### config.mk
export PLATFORM = sky130hd
export DESIGN_NAME = regfile_wb_arbiter
export DESIGN_NICKNAME = d
export VERILOG_FILES = /design/src/rtl/regfile_wb_arbiter_pkg.sv /design/src/rtl/regfile_wb_arbiter_rr_pick.sv /design/src/rtl/regfile_wb_arbiter.sv
export SDC_FILE = /design/constraint.sdc
export NUM_CORES = 1
export LEC_CHECK = 0
export CAP_MARGIN = 5
export CORE_UTILIZATION = 46
export DETAILED_ROUTE_END_ITERATION = 8
export PLACE_DENSITY_LB_ADDON = 0.08
export SLEW_MARGIN = 20
export SYNTH_ARGS = -nofsm -noshare
export SYNTH_HDL_FRONTEND = slang
export SYNTH_SLANG_ARGS = --single-unit
export TNS_END_PERCENT = 5
### constraint.sdc
create_clock -name clk -period 4.7 [get_ports clk]
set_input_delay 0.94 -clock clk [delete_from_list [all_inputs] [get_ports clk]]
set_output_delay 0.94 -clock clk [all_outputs]
set_load 0.005 [all_outputs]
### src/rtl/regfile_wb_arbiter_pkg.sv
// Shared definitions for the register-file writeback arbiter: FSM encoding,
// writeback source indices and default register-file widths.
package regfile_wb_arbiter_pkg;

    typedef enum logic {
        ST_ARB    = 1'b0,
        ST_LOCKED = 1'b1
    } arb_state_t;

    localparam int SRC_ALU  = 0;
    localparam int SRC_LOAD = 1;
    localparam int SRC_DBG  = 2;

    localparam int ADDR_W = 5;
    localparam int DATA_W = 8;

endpackage

### src/rtl/regfile_wb_arbiter_rr_pick.sv
// Combinational round-robin priority picker: the first set request at or after
// ptr (wrapping) wins; outputs a one-hot grant, its index and an any-flag.
module rr_pick #(
    parameter int N     = 3,
    parameter int IDX_W = (N > 1) ? $clog2(N) : 1
) (
    input  logic [N-1:0]     req,
    input  logic [IDX_W-1:0] ptr,
    output logic [N-1:0]     grant,
    output logic [IDX_W-1:0] idx,
    output logic             any
);

    logic [N-1:0] req_rot;
    logic [N-1:0] ptr_match;

    // ptr_match[gi] marks the slot the search starts from.
    for (genvar gi = 0; gi < N; gi++) begin : g_ptr
        assign ptr_match[gi] = (ptr == IDX_W'(gi));
        assign req_rot[gi]   = req[gi];
    end

    always_comb begin
        int s;
        grant = '0;
        idx   = '0;
        any   = 1'b0;
        s     = 0;
        for (int k = 0; k < N; k++) begin
            s = (int'(ptr) + k) % N;
            if (!any && req_rot[s] && (|ptr_match)) begin
                any      = 1'b1;
                grant[s] = 1'b1;
                idx      = IDX_W'(s);
            end
        end
    end

endmodule

### src/rtl/regfile_wb_arbiter.sv
// Round-robin arbiter with per-source burst lock sharing the register file's
// single write port; the write port is driven from a registered stage.
// Optional: define REGFILE_WB_ARB_X0_DROP_EN to suppress reg_we for writes to x0.
module regfile_wb_arbiter
    import regfile_wb_arbiter_pkg::*;
#(
    parameter int NUM_REQ = 3,
    parameter int ADDR_W  = regfile_wb_arbiter_pkg::ADDR_W,
    parameter int DATA_W  = regfile_wb_arbiter_pkg::DATA_W
) (
    input  logic                        clk,
    input  logic                        reset,
    input  logic [NUM_REQ-1:0]          req_valid,
    input  logic [NUM_REQ-1:0]          req_lock,
    input  logic [NUM_REQ*ADDR_W-1:0]   req_rd,
    input  logic [NUM_REQ*DATA_W-1:0]   req_wd,
    output logic [NUM_REQ-1:0]          req_ready,
    output logic                        reg_we,
    output logic [ADDR_W-1:0]           rd,
    output logic [DATA_W-1:0]           wd,
    output logic [2:0]                  grant_id,
    output logic                        locked
);

    localparam int IDX_W = $clog2(NUM_REQ);

    arb_state_t         state_reg, state_next;
    logic [IDX_W-1:0]   ptr_reg, ptr_next;
    logic [IDX_W-1:0]   owner_reg, owner_next;
    logic               reg_we_reg;
    logic [ADDR_W-1:0]  rd_reg;
    logic [DATA_W-1:0]  wd_reg;
    logic [2:0]         grant_id_reg;

    logic [NUM_REQ-1:0] pick_grant;
    logic [IDX_W-1:0]   pick_idx;
    logic               pick_any;
    logic [NUM_REQ-1:0] ready_next;
    logic [IDX_W-1:0]   win_idx;
    logic               accept;
    logic               write_en;

    logic [ADDR_W-1:0]  rd_arr [NUM_REQ];
    logic [DATA_W-1:0]  wd_arr [NUM_REQ];

    for (genvar gi = 0; gi < NUM_REQ; gi++) begin : g_unpack
        assign rd_arr[gi] = req_rd[gi*ADDR_W +: ADDR_W];
        assign wd_arr[gi] = req_wd[gi*DATA_W +: DATA_W];
    end

    rr_pick #(
        .N     (NUM_REQ),
        .IDX_W (IDX_W)
    ) u_pick (
        .req   (req_valid),
        .ptr   (ptr_reg),
        .grant (pick_grant),
        .idx   (pick_idx),
        .any   (pick_any)
    );

    always_comb begin
        ready_next = '0;
        win_idx    = owner_reg;
        accept     = 1'b0;
        state_next = state_reg;
        ptr_next   = ptr_reg;
        owner_next = owner_reg;

        case (state_reg)
            ST_ARB: begin
                ready_next = pick_grant;
                win_idx    = pick_idx;
                accept     = pick_any;
            end
            ST_LOCKED: begin
                accept              = req_valid[owner_reg];
                ready_next[owner_reg] = accept;
            end
            default: ;
        endcase

        // Grant is withheld during reset so no source believes it was accepted.
        if (reset) begin
            ready_next = '0;
            accept     = 1'b0;
        end

        if (accept) begin
            ptr_next = (win_idx == IDX_W'(NUM_REQ - 1)) ? '0 : win_idx + 1'b1;
            if (req_lock[win_idx]) begin
                state_next = ST_LOCKED;
                owner_next = win_idx;
            end else begin
                state_next = ST_ARB;
            end
        end
    end

`ifdef REGFILE_WB_ARB_X0_DROP_EN
    assign write_en = accept && (rd_arr[win_idx] != '0);
`else
    assign write_en = accept;
`endif

    always_ff @(posedge clk) begin
        if (reset) begin
            state_reg    <= ST_ARB;
            ptr_reg      <= '0;
            owner_reg    <= '0;
            reg_we_reg   <= 1'b0;
            rd_reg       <= '0;
            wd_reg       <= '0;
            grant_id_reg <= '0;
        end else begin
            state_reg  <= state_next;
            ptr_reg    <= ptr_next;
            owner_reg  <= owner_next;
            reg_we_reg <= write_en;
            // Index/data/id only move on a real write so they hold otherwise.
            if (write_en) begin
                rd_reg       <= rd_arr[win_idx];
                wd_reg       <= wd_arr[win_idx];
                grant_id_reg <= 3'(win_idx);
            end
        end
    end

    assign req_ready = ready_next;
    assign reg_we    = reg_we_reg;
    assign rd        = rd_reg;
    assign wd        = wd_reg;
    assign grant_id  = grant_id_reg;
    assign locked    = (state_reg == ST_LOCKED);

endmodule

# --- Word level (Yosys, flattened, before mapping) ---
# Cells that the tools add are included.
totals:
  out_inout_bits: 21
  inputBits: 47
  word_cells: 88
  ff_bits: 21
classes:
  mux: 43
  bitwise: 5
  n_reduce_logical: 14
  div: 3
  n_addsub: 3
  n_eq_ne: 3
  magnitude_cmp: 10
ops:
  columns: ["cell", "n"]
  rows:
  - ["greater-or-equal comparator 32 x 1 -> 1 bit, second input constant", 3]
  - ["< comparator 32 x 4 -> 1 bit, second input constant", 3]
  - ["remainder unit 32 x 3 -> 32 bit, second input constant", 2]
  - ["remainder unit 3 x 3 -> 32 bit, second input constant", 1]
  - ["2-to-1 mux 1 bit", 17]
  - ["binary-select mux 8 bit (select 2 bit)", 1]
  - ["2-to-1 mux 8 bit", 2]
  - ["2-to-1 mux 3 bit", 4]
  - ["binary-select mux 1 bit (select 2 bit)", 5]
  - ["binary-select mux 5 bit (select 2 bit)", 1]
  - ["2-to-1 mux 2 bit", 5]
  - ["2-to-1 mux 5 bit", 2]
  - ["logical AND 1 bit", 9]
  - ["demux 1 bit (select 2 bit)", 4]
  - ["< comparator 2 x 3 -> 1 bit, second input constant", 2]
  - ["OR 3 bit", 2]
  - ["one-hot mux 3 bit (2 select lines)", 1]
  - ["== test 2 bit, second input constant", 2]
  - ["adder 2 x 1 -> 3 bit, second input constant", 1]
  - ["adder 2 x 2 -> 3 bit, second input constant", 1]
  - ["AND 3 bit", 1]
  - ["greater-or-equal comparator 3 bit, second input constant", 1]
  - ["inverter 2 -> 3 bit", 1]
  - ["OR reduction 3 bit", 1]
  - ["other kinds (8)", 9]

# --- Logic depth before layout (Yosys ltp) ---
# Gate-level depths: netlist of the first run.
logic_depth:
  depth_word: 19
  ltp_mapped: 10
  depth_no_buf: 8

# --- Hierarchy ---
# Synthesis of the first run repeated with hierarchy kept, for this count alone.
unflattened:
  cells_unflattened: 159
  hier_area_um2: 1466.4
by_module_without_submodules:
  columns: ["module", "seq_area_each_um2", "instances", "cells_each", "area_per_inst_um2"]
  rows:
  - ["regfile_wb_arbiter", 420.4, 1, 129, 1196.1]
  - ["rr_pick", 0.0, 1, 30, 270.3]

# --- Least setup slack after synthesis of the first run ---
# No wires, ideal clock.
synth_timing:
  path_kind: "input-to-output"
  start: "input port req_valid[2]"
  end: "output port req_ready[0]"
  required_ns: 3.760
  cell_stages: 6
  arrival_time_ns: 2.181
  n_path_buf: 0
  setup_slack_ns: 1.579
  path_cell_list: "mux2_1 mux2i_1 or2_1 a31oi_1 a2111oi_0 a41o_1"
synth_between:
  elab_chain_cells: 15
  elab_cells_between_ends: 28
  classes_between: "mux (18); bitwise (3); reduce/logical (7)"
synth_rtl:
  columns: ["element", "line", "text"]
  rows:
  - ["start: declaration", "regfile_wb_arbiter.sv:13", "input logic [NUM_REQ-1:0] req_valid,"]
  - ["binary-select mux 1 bit (select 2 bit)", "regfile_wb_arbiter_rr_pick.sv:31", "if (!any && req_rot[s] && (|ptr_match)) begin"]
  - ["2-to-1 mux 1 bit (not written as such) (2 in series)", "regfile_wb_arbiter_rr_pick.sv:31", null]
  - ["logical AND 1 bit", "regfile_wb_arbiter_rr_pick.sv:31", null]
  - ["2-to-1 mux 1 bit", "regfile_wb_arbiter_rr_pick.sv:31", null]
  - ["zero test 1 bit", "regfile_wb_arbiter_rr_pick.sv:31", null]
  - ["logical AND 1 bit (2 in series)", "regfile_wb_arbiter_rr_pick.sv:31", null]
  - ["2-to-1 mux 1 bit", "regfile_wb_arbiter_rr_pick.sv:31", null]
  - ["zero test 1 bit", "regfile_wb_arbiter_rr_pick.sv:31", null]
  - ["logical AND 1 bit (2 in series)", "regfile_wb_arbiter_rr_pick.sv:31", null]
  - ["2-to-1 mux 3 bit", "regfile_wb_arbiter_rr_pick.sv:31", null]
  - ["one-hot mux 3 bit (2 select lines) *", "regfile_wb_arbiter.sv:70", "case (state_reg)"]
  - ["2-to-1 mux 3 bit *", "regfile_wb_arbiter.sv:84", "if (reset) begin"]
  - ["end: declaration", "regfile_wb_arbiter.sv:17", "output logic [NUM_REQ-1:0] req_ready,"]
# Every way passes the cells marked *; elsewhere a longest branch is shown, timed or not. The select of a mux whose other input is x is not followed.

# --- Worst setup path in the final report of the first run ---
layout_timing:
  start: "input port req_valid[0]"
  end: "output port req_ready[0]"
# The elaborated chain is that of the path after synthesis.

==> metrics.md, run 1 <==
| Metric | Value |
|---|---|
| Outcome | `finished, final reports clean` |
| Crit-path most repeated cell | `clkdlybuf4s50_1` |
| Total track usage | `23.4%` |
| Synthesized area | `0.00163 mm2` |
| Type of origin of the critical path | `input port` |
| Library cells used by synthesis | `48` |
| CP max stage delay | `0.53 ns` |
| Syn Area/Cell | `8.47 um2` |
| Max Freq | `0.231 GHz` |
| DRC | `0` |
| CTS resizes | `0` |
| HP Class | `reg -> reg` |
| Die height | `61.6 um` |
| I/O pin count | `68` |
| Register bit count reported by yosys | `21` |
| Post-DRT Antenna Nets | `0` |
| Clock tree sinks | `21` |
| Area occupied by multi-input gates | `0.00111 mm2` |
| Total Routed Length | `4.02 mm` |
| R2R Path Start | `ptr_reg[0]` |
| Hold depth | `2` |
| Nets@finish | `308` |
| RSZ-0062 raised after global routing | `false` |
| Port buffer count | `66` |
| Synth async-reset ratio | `0%` |
| Tcrit/Tclk final | `92.0%` |
| CP top delay family | `buffers and inverters` |
| Worst r2r path cells | `9` |
| CTS tree | `built` |
| Final RePlAce weighted congestion | `0.867` |
| Top cell type's share of synthesized area | `25.7%` |
| Clk_skew | `0.00148 ns` |
| Most numerous cell in the Yosys netlist | `a21oi_1` |
| Drt wl/cell | `13.3 um` |
| LEAKAGE | `0.950 nW` |
| Core area | `0.00336 mm2` |
| Post-DP HPWL | `3.13 mm` |
| Worst setup EP type | `primary output` |
| Seq. cell area | `420 um2` |
| Setup TNS Final | `0 ns` |
| Hold Violations, Final | `0` |
| Crit path kind | `in -> out` |
| Routed vias | `1624` |
| Pwr dens | `576 mW/mm2` |
| Total power | `1.35 mW` |
| Final setup fails | `0` |
| Worst Tran Pin Value | `0.835 ns` |
| # H-tree levels | `1` |
| Seq/Total Area, Yosys | `25.7%` |
| Initial antenna violation count | `0` |
| R2r endpoint | `owner_reg[1]` |
| Pins Over Slew Limit | `0` |
| CP Data Required Time | `3.76 ns` |
| CP max-delay cell | `clkdlybuf4s50_1` |
| Clock transition at path regs | `0.11 ns` |
| Die area | `0.00379 mm2` |
| DIE WIDTH | `61.6 um` |
| Crit path cell chain | `clkdlybuf4s50_1 -> mux2_1 -> mux2i_1 -> or2_1 -> a31oi_1 -> a2111oi_0 -> a41o_1 -> clkdlybuf4s50_1` |
| Setup repair bufs after CTS | `0` |
| Post-synth EDFFs | `0` |
| Synth warn | `0` |
| Arrival time of the worst setup path | `3.38 ns` |
| CTS Buffer Depth | `2` |
| Total CTS buffers | `3` |
| Max-Cap Viols | `0` |
| Hold EP | `grant_id[1]` |
| R2R Setup Slk | `1.76 ns` |
| Vias per cell | `5.40` |
| Root Buffer | `clkbuf_4` |
| # rows | `21` |
| GRT Residual Overflow | `0` |
| Max FFs per register | `8` |
| Syn Nets | `245` |
| First-pass GRT wire length | `6.67 mm` |
| Filler cells | `315` |
| Vias in the first global route | `1572` |
| Max VDD drop | `0.294 mV` |
| Hold buffers post-CTS | `0` |
| # diodes | `0` |
| Share of layout cells above drive strength 1 | `9.80%` |
| Largest net degree at the start of global routing | `24` |
| Worst-Skew Late Latency | `0.29 ns` |
| Initial cell density of the core | `48.6%` |
| Synth cell count leaders | `a21oi_1, dfxtp_1, nand2_1` |
| Crit path buffers/inverters | `2` |
| Mapped Cells | `193` |
| Synth area leader | `dfxtp_1` |
| Main area contributors after synthesis | `dfxtp_1, mux2i_1, a21oi_1` |
| First-pass iteration count of the detailed router | `4` |
| Fin crit period | `4.32 ns` |
| P&R area growth vs syn | `43.4%` |
| Predominant post-synthesis flop cell | `dfxtp_1` |
| Rel. slew slack | `44.0%` |
| Worst hold start | `grant_id[1]` |
| Crit path max fanout | `5` |
| DR iter-0 viols | `129` |
==> cell families (layout without fill, tap and decap cells) <==
kind of cell               count (synthesis)  count (layout)  share of synthesized area (%)
AOI/OAI and AO/OA                         58              58                           26.3
and+or+nand+nor                           61              61                           20.9
muxes                                     26              26                           16.7
other                                      1               1                          0.229
buffers and inverters                     21              83                           6.28
DFF                                       21              21                           25.7
adders and majority gates                  5               5                           3.83
==> worst max path at each step <==
stage / endpoint / cells past startpoint / slack, ns / from
after floorplan: req_ready[0] / 6 / 1.58 / req_valid[2]
after global placement: req_ready[0] / 8 / 0.43 / req_valid[0]
after detailed placement: req_ready[0] / 8 / 0.43 / req_valid[0]
after CTS: req_ready[0] / 8 / 0.40 / req_valid[0]
after global routing: req_ready[0] / 8 / 0.26 / req_valid[0]
final: req_ready[0] / 8 / 0.38 / req_valid[0]
==> area by class of cell <==
cell class                      instances  area share (%)
Clock buffer                            4            1.12
Tap cell                               46            2.46
Multi-Input combinational cell        151            47.4
Sequential cell                        21            17.9
Inverter                                8            1.28
Timing Repair Buffer                   71            29.8
==> worst min-delay path, stage by stage (launching register included) <==
cell,delay (ns)
dfxtp_1,0.33
nand2_1,0.05
o21ai_1,0.05
==> power breakdown <==
part | leakage (nW) | internal [mW] | total [mW] | switching [mW]
logic | 0.760 | 0.505 | 0.937 | 0.432
registers | 0.175 | 0.262 | 0.327 | 0.0647
clock network | 0.0150 | 0.0330 | 0.0858 | 0.0528
total | 0.950 | 0.800 | 1.35 | 0.549
==> cell usage in the layout, fill, tap and decap left out, types with 5 or more instances in the layout <==
master	count
a21o_1	5
a21oi_1	25
buf_4	5
clkdlybuf4s50_1	66
dfxtp_1	21
ha_1	5
inv_1	7
mux2_2	9
mux2i_1	16
nand2_1	21
nand2b_1	8
nand3b_1	5
nor2_1	7
nor2b_1	5
o211ai_1	5
==> stage by stage <==
stage	instance area, um2	utilization, %	std cells	setup WS (ns)	hold slack, ns
3_3_place_gp	2320	68.9	297	0.426	0.433
5_1_grt	2340	69.7	301	0.261	0.510
6_report	2340	69.7	301	0.376	0.461
2_1_floorplan	1630	-	193	1.58	0.445
3_5_place_dp	2320	68.9	297	0.427	0.444
4_1_cts	2340	69.7	301	0.404	0.466
==> layer usage <==
metal,global-route usage (%),routed length [um],up-vias
met5,0,0,-
met3,6.30,251,8
li1,-,-,830
met4,10.5,59,0
met1,27.7,1810,742
met2,39.6,1900,44
Power figures use the tool's default switching activity.
==> run 2: changes to the inputs <==
TNS_END_PERCENT = unset   (was 5)
==> results of run 2 <==
Final layout, timing and power as in run 1 (identical DEF).
